===== src/rtl/jarvis_pkg.sv =====
// Shared JARVIS RV32 core types: datapath width, fetch FSM encodings, fetch buffer entry.
// Pure declarations; no latency or flow control of its own.
package jarvis_pkg;

  localparam int XLEN        = 32;
  localparam int INSTR_BYTES = 4;

  typedef enum logic {
    FETCH_RUN   = 1'b0,
    FETCH_FLUSH = 1'b1
  } fetch_state_e;

  typedef struct packed {
    logic [XLEN-1:0] pc;
    logic [XLEN-1:0] instr;
  } fetch_entry_t;

  function automatic logic [XLEN-1:0] word_align(input logic [XLEN-1:0] a);
    return a & ~XLEN'(3);
  endfunction

endpackage


===== src/rtl/fetch_fifo.sv =====
// Shift-register FIFO with the head in slot 0; 1 cycle push-to-head, head is a flop.
// No internal backpressure: the caller guarantees push only with a free slot or a same-cycle pop.
module fetch_fifo #(
  parameter int WIDTH = 64,
  parameter int DEPTH = 2
) (
  input  logic                     clk,
  input  logic                     rst_n,
  input  logic                     push,
  input  logic [WIDTH-1:0]         push_dat,
  input  logic                     pop,
  input  logic                     clear,
  output logic [WIDTH-1:0]         head_dat,
  output logic [$clog2(DEPTH):0]   count,
  output logic                     empty,
  output logic                     full
);
  localparam int AW = $clog2(DEPTH);
  localparam int CW = AW + 1;

  logic [WIDTH-1:0] mem     [DEPTH];
  logic [WIDTH-1:0] mem_nxt [DEPTH];
  logic [AW-1:0]    wr_idx;

  // A pop shifts every entry down one slot; the push lands behind the surviving entries.
  always_comb begin
    mem_nxt = mem;
    wr_idx  = AW'(count - CW'(pop));
    if (pop) begin
      for (int i = 0; i < DEPTH - 1; i++) mem_nxt[i] = mem[i+1];
    end
    if (push) mem_nxt[wr_idx] = push_dat;
  end

  always_ff @(posedge clk or negedge rst_n) begin
    if (!rst_n) begin
      for (int i = 0; i < DEPTH; i++) mem[i] <= '0;
      count <= '0;
    end else begin
      mem   <= mem_nxt;
      count <= clear ? '0 : count + CW'(push) - CW'(pop);
    end
  end

  assign head_dat = mem[0];
  assign empty    = (count == '0);
  assign full     = (count == CW'(DEPTH));

endmodule


===== src/rtl/instr_fetch.sv =====
// RV32 fetch stage: owns the PC, issues in-order imem reads, buffers {pc, instr} for decode.
// Response to instr_valid is 1 cycle; requests are credit-limited so every response has a buffer slot.
module instr_fetch
  import jarvis_pkg::*;
#(
  parameter logic [XLEN-1:0] RESET_PC   = 32'h0000_0000,
  parameter int              FIFO_DEPTH = 2
) (
  input  logic            clk,
  input  logic            rst_n,
  output logic            imem_req_valid,
  output logic [XLEN-1:0] imem_req_addr,
  input  logic            imem_req_ready,
  input  logic            imem_resp_valid,
  input  logic [XLEN-1:0] imem_resp_data,
  input  logic            redirect_valid,
  input  logic [XLEN-1:0] redirect_pc,
  output logic            instr_valid,
  output logic [XLEN-1:0] instr,
  output logic [XLEN-1:0] instr_pc,
  input  logic            instr_ready
);
  localparam int              CW        = $clog2(FIFO_DEPTH) + 1;
  localparam logic [XLEN-1:0] STEP      = XLEN'(INSTR_BYTES);
  localparam logic [CW:0]     DEPTH_LIM = (CW+1)'(FIFO_DEPTH);

  fetch_state_e    state, state_nxt;
  logic [XLEN-1:0] fetch_pc, resp_pc, redirect_al;
  logic [CW-1:0]   outstanding, discard_cnt, fifo_count, out_nxt, cnt_nxt;
  logic [CW:0]     credit_used;
  logic            req_hs, push, pop, fifo_empty, fifo_full;
  fetch_entry_t    push_dat, head_dat;

  assign redirect_al = word_align(redirect_pc);
  assign req_hs      = imem_req_valid && imem_req_ready;
  assign pop         = instr_valid && instr_ready;
  assign push        = imem_resp_valid && (state == FETCH_RUN) && !redirect_valid
                       && (!fifo_full || pop);
  assign push_dat    = '{pc: resp_pc, instr: imem_resp_data};

  // Next-cycle occupancy drives both the flush decision and the registered request valid.
  always_comb begin
    out_nxt     = outstanding + CW'(req_hs) - CW'(imem_resp_valid);
    cnt_nxt     = redirect_valid ? '0 : fifo_count + CW'(push) - CW'(pop);
    credit_used = {1'b0, out_nxt} + {1'b0, cnt_nxt};
    state_nxt   = state;
    if (redirect_valid)
      state_nxt = (out_nxt != '0) ? FETCH_FLUSH : FETCH_RUN;
    else if (state == FETCH_FLUSH && imem_resp_valid && discard_cnt == CW'(1))
      state_nxt = FETCH_RUN;
  end

  always_ff @(posedge clk or negedge rst_n) begin
    if (!rst_n) begin
      state          <= FETCH_RUN;
      fetch_pc       <= RESET_PC;
      resp_pc        <= RESET_PC;
      outstanding    <= '0;
      discard_cnt    <= '0;
      imem_req_valid <= 1'b0;
    end else begin
      state          <= state_nxt;
      outstanding    <= out_nxt;
      imem_req_valid <= (state_nxt == FETCH_RUN) && (credit_used < DEPTH_LIM);
      if (redirect_valid) begin
        // Everything still in flight after this edge is stale, including a same-cycle request.
        fetch_pc    <= redirect_al;
        resp_pc     <= redirect_al;
        discard_cnt <= out_nxt;
      end else begin
        if (req_hs) fetch_pc <= fetch_pc + STEP;
        if (push)   resp_pc  <= resp_pc + STEP;
        if (state == FETCH_FLUSH && imem_resp_valid) discard_cnt <= discard_cnt - CW'(1);
      end
    end
  end

  fetch_fifo #(
    .WIDTH($bits(fetch_entry_t)),
    .DEPTH(FIFO_DEPTH)
  ) u_fifo (
    .clk      (clk),
    .rst_n    (rst_n),
    .push     (push),
    .push_dat (push_dat),
    .pop      (pop),
    .clear    (redirect_valid),
    .head_dat (head_dat),
    .count    (fifo_count),
    .empty    (fifo_empty),
    .full     (fifo_full)
  );

  assign imem_req_addr = fetch_pc;
  assign instr_valid   = !fifo_empty;
  assign instr         = head_dat.instr;
  assign instr_pc      = head_dat.pc;

endmodule


===== config.mk =====
export PLATFORM = sky130hd
export DESIGN_NAME = instr_fetch
export DESIGN_NICKNAME = d
export VERILOG_FILES = /design/src/rtl/jarvis_pkg.sv /design/src/rtl/fetch_fifo.sv /design/src/rtl/instr_fetch.sv
export SDC_FILE = /design/constraint.sdc
export NUM_CORES = 1
export LEC_CHECK = 0
export ABC_AREA = 1
export CAP_MARGIN = 20
export CORE_ASPECT_RATIO = 1.5
export CORE_UTILIZATION = 50
export DETAILED_ROUTE_END_ITERATION = 8
export PLACE_DENSITY_LB_ADDON = 0.05
export SYNTH_ARGS = -nofsm -noshare
export SYNTH_HDL_FRONTEND = slang
export SYNTH_SLANG_ARGS = --single-unit

===== constraint.sdc =====
create_clock -name clk -period 4.4 [get_ports clk]
set_input_delay 0.88 -clock clk [delete_from_list [all_inputs] [get_ports clk]]
set_output_delay 0.88 -clock clk [all_outputs]
set_load 0.03 [all_outputs]

==> impl_metrics.toml, run 1 <==
[pwr]
internal_power_uw = 4540
p_total_uw = 7250
clockPowerShare_pct = 21.3
switchingPower_uw = 2710
seq_power_share_pct = 38.6
p_sw_share_pct = 37.4
ir_drop_mv = 0.262
p_per_area_nw_per_um2 = 585
pwr-share-comb_pct = 40.1
p_leak_uw = 0.00597

[synth]
syn_area_per_cell_um2 = 7.58
synth_top_cell_by_area = "dfrtp_1"
yosys-top-cells-area = "dfrtp_1, nand2_1, inv_1"
ys_ff_latch = 194
syn_area_um2 = 10500
synthTopCellsByCount = "nand2_1, dfrtp_1, inv_1"
synthCells = 1390
synthMostInstantiatedCell = "nand2_1"
async_flop_share_pct = 100
synthFlopType = "dfrtp_1"
seq_area_frac_synth_pct = 46.1
yosysWarnings = 0
synth_enable_flop_cells = 0
yosysUniqueCellTypes = 40
yosys.area.top_type_share_pct = 46.1

[clock_tree]
postCtsSetupRepairBufs = 0
cts-resized-gates = 0
cts_max_path_buffers = 2
tritoncts = "yes"
clk_latency_ns = 0.43
cts-root-buf = "clkbuf_16"
cts_made_buffers = 17
path_clk_slew_ns = 0.07
cts-hold-fix-buffers = 0
cts_max_level = 4
clock_sinks = 194

[floorplanning]
start_util_pct = 51.4
die_w_um = 121
ios = 168
die_height_um = 180
design.die.area_um2 = 21700
num_rows = 64
core-area_um2 = 20500

[global_route]
grt_pass1_wl_um = 42000
grt_max_degree = 125
antenna_found_initial = 0
grt_util_met1_pct = 30.7
grt_pass1_vias = 8552
grt_usage_pct = 24.4
use_met2_pct = 42.2
grtUsageMet3_pct = 3.39
gr-total-overflow = 0
busiest_layer = "met2"

[place]
gp_congestion = 0.904
hpwlAfterDp_um = 17100
portBuffers = 163
dp_slack_ns = 0.830

[critical_path]
cp-end-kind = "flip-flop"
cp_slowest_cell = "clkdlybuf4s50_1"
worstPathRequired_ns = 4.75
path_buf_inv = 2
crit_family = "buffers and inverters"
cpPeakStageDelay_ns = 0.54
crit_chain = "clkdlybuf4s50_1 > nor3b_2 > nand2_4 > inv_4 > ha_1 > xor2_1 > nor2_1 > fa_1 > or2_2 > a21oi_1"
cp.arrival_ns = 3.50
critPathLaunchType = "input port"
path_max_fanout = 27
critPathKind = "input port to flip-flop"

[final_layout]
seq_area_um2 = 4850
synthToLayoutAreaGrowth_pct = 17.6
diodes = 0
nNetsFinal = 1544
n_fill_cell = 1898
final_core_util_pct = 60.4
final_layout_size_suffix_gt1_share_pct = 5.75
multi_input_area_um2 = 4290

[sta]
hold_viol = 0
maxSlewViolCount = 0
tightest_slew_ns = 0.892
finClkSkew_ns = 0.00922
fin_crit_ns = 3.15
rsz0062_at_grt = "no"
finalSetupViolCount = 0
setup_tns_ns = 0
max_freq_mhz = 317
relSlewSlack_pct = 40.5
setup_ws_ns = 1.25
period_share_pct = 71.6

[detailed_routing]
via_per_inst = 5.02
via_count = 8740
firstDrtPassIters = 5
drtIter0Drc = 543
avgRoutedWirePerCell_um = 14.4
drc = 0
drt_wl_total_um = 25000
ant_nets = 0

[run]
maxCapViolCount = 0

[hold_path]
hp-class = "flip-flop to flip-flop"

[outcome]
status = "completed"
==> final cells by class <==
cell class / count / area share [%]
Sequential cell: 194 / 39.2
Multi-Input combinational cell: 922 / 34.6
Timing Repair Buffer: 173 / 14.0
Inverter: 158 / 4.81
Clock buffer: 25 / 4.08
Tap cell: 264 / 2.67
Clock inverter: 5 / 0.606
==> per-layer routing <==
| layer | routed length (µm) | share of wire (%) |
|---|---|---|
| met5 | 0 | 0 |
| met4 | 724 | 2.9 |
| met3 | 889 | 3.6 |
| met2 | 12500 | 50 |
| met1 | 10900 | 43 |
==> power groups by stage <==
stage                     clock network, µW  registers (µW)  logic [µW]
after floorplan                           0            2810        2260
after global placement                    0            2800        2880
after detailed placement                  0            2830        2920
after CTS                              1590            2800        2930
after global routing                   1660            2870        3230
final                                  1540            2800        2900
==> sequential cells by signal, indices dropped and copies added, names as in the netlist <==
| name | count |
|---|---|
| imem_req_addr | 30 |
| resp_pc | 30 |
| imem_req_valid | 1 |
| u_fifo.mem | 62 |
| discard_cnt | 2 |
| u_fifo.count | 2 |
| u_fifo.head_dat | 64 |
| state | 1 |
| outstanding | 2 |
==> worst reg2reg max path: cells and delay by family, from the launching register on <==
kind / cells / cell delay (ns)
buffers and inverters: 1 / 0.29
AO/OA/AOI/OAI: 1 / 0.12
adder cells (fa/ha/maj): 2 / 0.70
AND/OR/NAND/NOR: 4 / 0.78
XOR/XNOR: 1 / 0.17
flip-flops: 1 / 0.41
==> cells in the final DEF (no fill, tap or decap), types with 6 or more instances in the layout <==
| cell type | instances |
|---|---|
| dfrtp_1 | 194 |
| ha_1 | 7 |
| nand3_1 | 69 |
| a21oi_1 | 6 |
| nand2_1 | 465 |
| o211ai_1 | 35 |
| buf_4 | 8 |
| xor2_1 | 17 |
| clkbuf_16 | 17 |
| nor2_1 | 89 |
| clkbuf_8 | 6 |
| o21ai_0 | 67 |
| or2_2 | 26 |
| clkdlybuf4s50_1 | 162 |
| o21ai_2 | 6 |
| inv_1 | 154 |
| o21ai_1 | 99 |
==> path summary, 6_finish.rpt <==
kind / slack, ns / end / start / cells past startpoint
setup / recovery: 1.25 / imem_req_valid$_DFF_PN0_ / imem_resp_valid / 10
hold / removal: 0.49 / u_fifo.mem[45]$_DFFE_PN0P_ / u_fifo.mem[45]$_DFFE_PN0P_ / 2
setup reg to reg: 1.86 / imem_req_valid$_DFF_PN0_ / state$_DFF_PN0_ / 9
hold reg to reg: 0.49 / u_fifo.mem[45]$_DFFE_PN0P_ / u_fifo.mem[45]$_DFFE_PN0P_ / 2
max in group asynchronous: 2.89 / u_fifo.mem[45]$_DFFE_PN0P_ / rst_n / 2
min in group asynchronous: 0.53 / u_fifo.head_dat[23]$_DFF_PN0_ / rst_n / 1
==> metrics by stage <==
stage,area [µm²],instances,hold slack [ns]
after floorplan,10500,1391,0.453
after global placement,11800,1711,0.465
after detailed placement,11800,1711,0.476
after CTS,12400,1741,0.492
after global routing,12400,1741,0.505
final,12400,1741,0.488
==> cell families after synthesis <==
kind of cell	count (synthesis)	synth area share (%)
AND/OR/NAND/NOR	667	25.9
buffers and inverters	275	13.3
AO/OA/AOI/OAI	224	12.0
flip-flops	194	46.1
XOR/XNOR	20	1.66
adder cells (fa/ha/maj)	8	1.02
other	1	0.0356
multiplexers	1	0.107
Note: power is estimated with default switching activity, not from simulation.
==> run 2: changes to the inputs <==
==> constraint.sdc (replaced) <==
create_clock -name clk -period 3 [get_ports clk]
set_input_delay 0.6 -clock clk [delete_from_list [all_inputs] [get_ports clk]]
set_output_delay 0.6 -clock clk [all_outputs]
set_load 0.03 [all_outputs]
==> impl_metrics.toml, run 2 (same netlist as run 1, synthesis figures left out) <==
[sta]
setup_ws_ns = 0.488
rsz0062_at_grt = "no"
setup_tns_ns = 0
tightest_slew_ns = 0.736
hold_viol = 0
fin_crit_ns = 2.51
maxSlewViolCount = 0
max_freq_mhz = 398
relSlewSlack_pct = 50.9
finClkSkew_ns = 0.00979
finalSetupViolCount = 0
period_share_pct = 83.7

[critical_path]
r2r_end = "imem_req_valid$_DFF_PN0_"
critPathKind = "input port to flip-flop"
path_max_fanout = 2
reg2reg_slack_ns = 0.58
worstPathRequired_ns = 3.36
critPathLaunchType = "input port"
reg2reg_from = "u_fifo.count[1]$_DFF_PN0_"
rr_worst_depth = 12
cp.arrival_ns = 2.87
cp-end-kind = "flip-flop"

[detailed_routing]
drt_wl_total_um = 25000
avgRoutedWirePerCell_um = 14.3
firstDrtPassIters = 5
drc = 0
via_per_inst = 5.02
ant_nets = 0
via_count = 8801
drtIter0Drc = 637

[clock_tree]
cts-root-buf = "clkbuf_16"
path_clk_slew_ns = 0.07
tritoncts = "yes"
cts-resized-gates = 0
clk_latency_ns = 0.43
clock_sinks = 194
cts_max_path_buffers = 2
cts-hold-fix-buffers = 0
cts_max_level = 4
cts_made_buffers = 17
postCtsSetupRepairBufs = 0

[place]
hpwlAfterDp_um = 17200
portBuffers = 163
dp_slack_ns = 0.0522
dp_cells = 1720
gp_congestion = 0.865

[floorplanning]
die_w_um = 121
core-area_um2 = 20500
ios = 168
die_height_um = 180
design.die.area_um2 = 21700
num_rows = 64
start_util_pct = 51.4

[global_route]
antenna_found_initial = 0
gr-total-overflow = 0
grt_usage_pct = 24.3
grt_max_degree = 127
grt_pass1_wl_um = 41800
grt_pass1_vias = 8558

[pwr]
ir_drop_mv = 0.376
p_per_area_nw_per_um2 = 865
switchingPower_uw = 4010
seq_power_share_pct = 37.8
clockPowerShare_pct = 22.6
internal_power_uw = 6830
p_leak_uw = 0.00605
p_sw_share_pct = 37.0
pwr-share-comb_pct = 39.6
p_total_uw = 10800

[final_layout]
stdcell_count = 1752
seq_area_um2 = 4850
synthToLayoutAreaGrowth_pct = 19.0
final_common_cell = "nand2_1"
layout_common_cells = "nand2_1, dfrtp_1, clkdlybuf4s50_1"
final_layout_size_suffix_gt1_share_pct = 6.59
nNetsFinal = 1553
final_core_util_pct = 61.2
largest_reg_flops = 64
n_fill_cell = 1947
diodes = 0
multi_input_area_um2 = 4290

[hold_path]
hp-class = "input port to asynchronous set/reset pin"

[run]
maxCapViolCount = 0

[outcome]
status = "completed"
run 2: cell types whose count changed in the layout (fill, tap and decap cells not counted), sizes merged:
cell / before / now
clkinv: 3 / 2
clkinvlp: 0 / 2
buf: 10 / 19
bufinv: 2 / 3
run 2: how the worst max path moves through the flow:
stage | from | endpoint | slack, ns
2_1_floorplan | u_fifo.count[1]$_DFF_PN0_ | imem_req_valid$_DFF_PN0_ | 0.14
3_3_place_gp | instr_ready | imem_req_valid$_DFF_PN0_ | 0.07
3_5_place_dp | instr_ready | imem_req_valid$_DFF_PN0_ | 0.05
4_1_cts | instr_ready | imem_req_valid$_DFF_PN0_ | 0.50
5_1_grt | instr_ready | imem_req_valid$_DFF_PN0_ | 0.32
6_report | instr_ready | imem_req_valid$_DFF_PN0_ | 0.49
run 2: area by class of cell:
cell class	instances	share of cell area [%]
Tap cell	264	2.63
Multi-Input combinational cell	922	34.2
Sequential cell	194	38.7
Timing Repair Buffer	182	14.6
Inverter	158	4.75
Clock inverter	7	0.948
Clock buffer	25	4.19
run 2: power by group through the flow:
stage | logic [µW] | clock network [µW] | registers, µW
5_1_grt | 4790 | 2600 | 4210
2_1_floorplan | 3320 | 0 | 4120
3_3_place_gp | 4260 | 0 | 4110
4_1_cts | 4350 | 2510 | 4100
3_5_place_dp | 4330 | 0 | 4140
6_report | 4300 | 2450 | 4100
run 2: worst max-delay path, stage by stage:
cell             delay, ns
clkdlybuf4s50_1       0.44
nand2_2               0.09
inv_2                 0.04
ha_1                  0.28
inv_1                 0.06
ha_1                  0.18
xor2_1                0.16
nor2_1                0.18
fa_1                  0.44
or2_2                 0.30
a21oi_1               0.11
run 2: metrics by stage:
stage / hold WS [ns] / instance area, µm²
2_1_floorplan: 0.304 / 10500
3_3_place_gp: 0.465 / 11900
3_5_place_dp: 0.476 / 11900
4_1_cts: 0.212 / 12500
5_1_grt: 0.225 / 12500
6_report: 0.182 / 12500
run 2: routing by layer:
metal / track usage, % / part of all wire (%) / up-vias
li1: - / - / 4487
met1: 30.9 / 43 / 4057
met2: 41.6 / 50 / 217
met3: 3.30 / 3.7 / 40
met4: 9.23 / 2.8 / 0
met5: 0 / 0 / -
==> run 3: changes to the inputs <==
==> constraint.sdc (replaced) <==
create_clock -name clk -period 2.5 [get_ports clk]
set_input_delay 0.5 -clock clk [delete_from_list [all_inputs] [get_ports clk]]
set_output_delay 0.5 -clock clk [all_outputs]
set_load 0.03 [all_outputs]
==> impl_metrics.toml, run 3 (same netlist as run 1, synthesis figures left out) <==
[sta]
finalSetupViolCount = 0
period_share_pct = 95.4
tightest_slew_ns = 0.756
relSlewSlack_pct = 49.6
fin_crit_ns = 2.38
hold_viol = 0
finClkSkew_ns = 0.0114
max_freq_mhz = 419
maxSlewViolCount = 0
rsz0062_at_grt = "no"
setup_tns_ns = 0

[floorplanning]
start_util_pct = 51.4
design.die.area_um2 = 21700
die_height_um = 180
num_rows = 64
ios = 168
core-area_um2 = 20500
die_w_um = 121

[clock_tree]
tritoncts = "yes"
path_clk_slew_ns = 0.07
cts-hold-fix-buffers = 0
postCtsSetupRepairBufs = 0
clock_sinks = 194
clk_latency_ns = 0.44
cts-root-buf = "clkbuf_16"
cts_max_path_buffers = 2
cts-resized-gates = 0
cts_max_level = 4
cts_made_buffers = 17

[global_route]
grt_max_degree = 92
grt_pass1_wl_um = 41800
grt_pass1_vias = 8594
antenna_found_initial = 0
gr-total-overflow = 0
grt_usage_pct = 24.4

[detailed_routing]
drc = 0
via_count = 8878
firstDrtPassIters = 5
ant_nets = 0
drtIter0Drc = 549
via_per_inst = 5.04
avgRoutedWirePerCell_um = 14.4
drt_wl_total_um = 25400

[place]
hpwlAfterDp_um = 17600
gp_congestion = 0.883
portBuffers = 163
dp_cells = 1728

[final_layout]
stdcell_count = 1760
final_layout_size_suffix_gt1_share_pct = 7.49
layout_common_cells = "nand2_1, dfrtp_1, clkdlybuf4s50_1"
diodes = 0
largest_reg_flops = 64
synthToLayoutAreaGrowth_pct = 19.9
nNetsFinal = 1561
final_common_cell = "nand2_1"
final_core_util_pct = 61.6

[pwr]
ir_drop_mv = 0.501
p_leak_uw = 0.00607
p_total_uw = 13100
p_per_area_nw_per_um2 = 1040

[critical_path]
reg2reg_slack_ns = 0.12
rr_worst_depth = 12
crit_chain = "clkdlybuf4s50_1 > nand2_1 > ha_1 > inv_1 > ha_1 > xnor2_1 > inv_1 > fa_1 > or2_2 > a21oi_1"
cp_slowest_cell = "fa_1"
reg2reg_from = "u_fifo.count[1]$_DFF_PN0_"
crit_family = "adder cells"
path_buf_inv = 3
critPathKind = "input port to flip-flop"
critPathLaunch = "imem_req_ready"
cp-end-kind = "flip-flop"
worstSetupEndpoint = "imem_req_valid$_DFF_PN0_"
r2r_end = "imem_req_valid$_DFF_PN0_"
cpPeakStageDelay_ns = 0.48
cp.arrival_ns = 2.75
cp.depth = 10
worstPathRequired_ns = 2.86
path_max_fanout = 2
critPathLaunchType = "input port"

[hold_path]
hp-class = "input port to asynchronous set/reset pin"

[outcome]
status = "completed"

[run]
maxCapViolCount = 0
==> run 3: where the power goes <==
| part | internal, µW | switching, µW |
|---|---|---|
| combinational | 2270 | 3030 |
| clock | 1710 | 1190 |
| sequential | 4250 | 681 |
==> run 3: layout make-up <==
class                   instances  area (µm²)
clock buffers                  20         447
clock inverters                12         180
fillers                      1881        7860
inverters                     158         596
multi-input cells             922        4330
flip-flops and latches        194        4850
well taps                     264         330
repair buffers                190        1900
==> run 3: metrics by stage <==
stage	cell area (µm²)	setup WS, ns	hold slack (ns)
6_report	12600	0.115	0.0542
2_1_floorplan	10600	0.0110	0.204
3_5_place_dp	12000	-0.321	0.470
4_1_cts	12600	0.117	0.0901
5_1_grt	12600	0.0221	0.0954
3_3_place_gp	12000	-0.248	0.465
==> run 3: per-layer routing <==
layer | up-vias | wire length [µm] | GRT usage [%]
met1 | 4077 | 11100 | 30.8
met4 | 0 | 888 | 11.5
met3 | 51 | 935 | 3.14
li1 | 4500 | - | -
met5 | - | 0 | 0
met2 | 250 | 12400 | 41.1
==> run 3: worst min-delay path by stage <==
stage          depth (start not counted)                            end                       start
4_1_cts                                1  u_fifo.head_dat[25]$_DFF_PN0_                       rst_n
5_1_grt                                1  u_fifo.head_dat[25]$_DFF_PN0_                       rst_n
2_1_floorplan                          0     discard_cnt[0]$_DFFE_PN0P_                       rst_n
6_report                               1  u_fifo.head_dat[25]$_DFF_PN0_                       rst_n
3_5_place_dp                           2     u_fifo.mem[45]$_DFFE_PN0P_  u_fifo.mem[45]$_DFFE_PN0P_
3_3_place_gp                           2     u_fifo.mem[45]$_DFFE_PN0P_  u_fifo.mem[45]$_DFFE_PN0P_
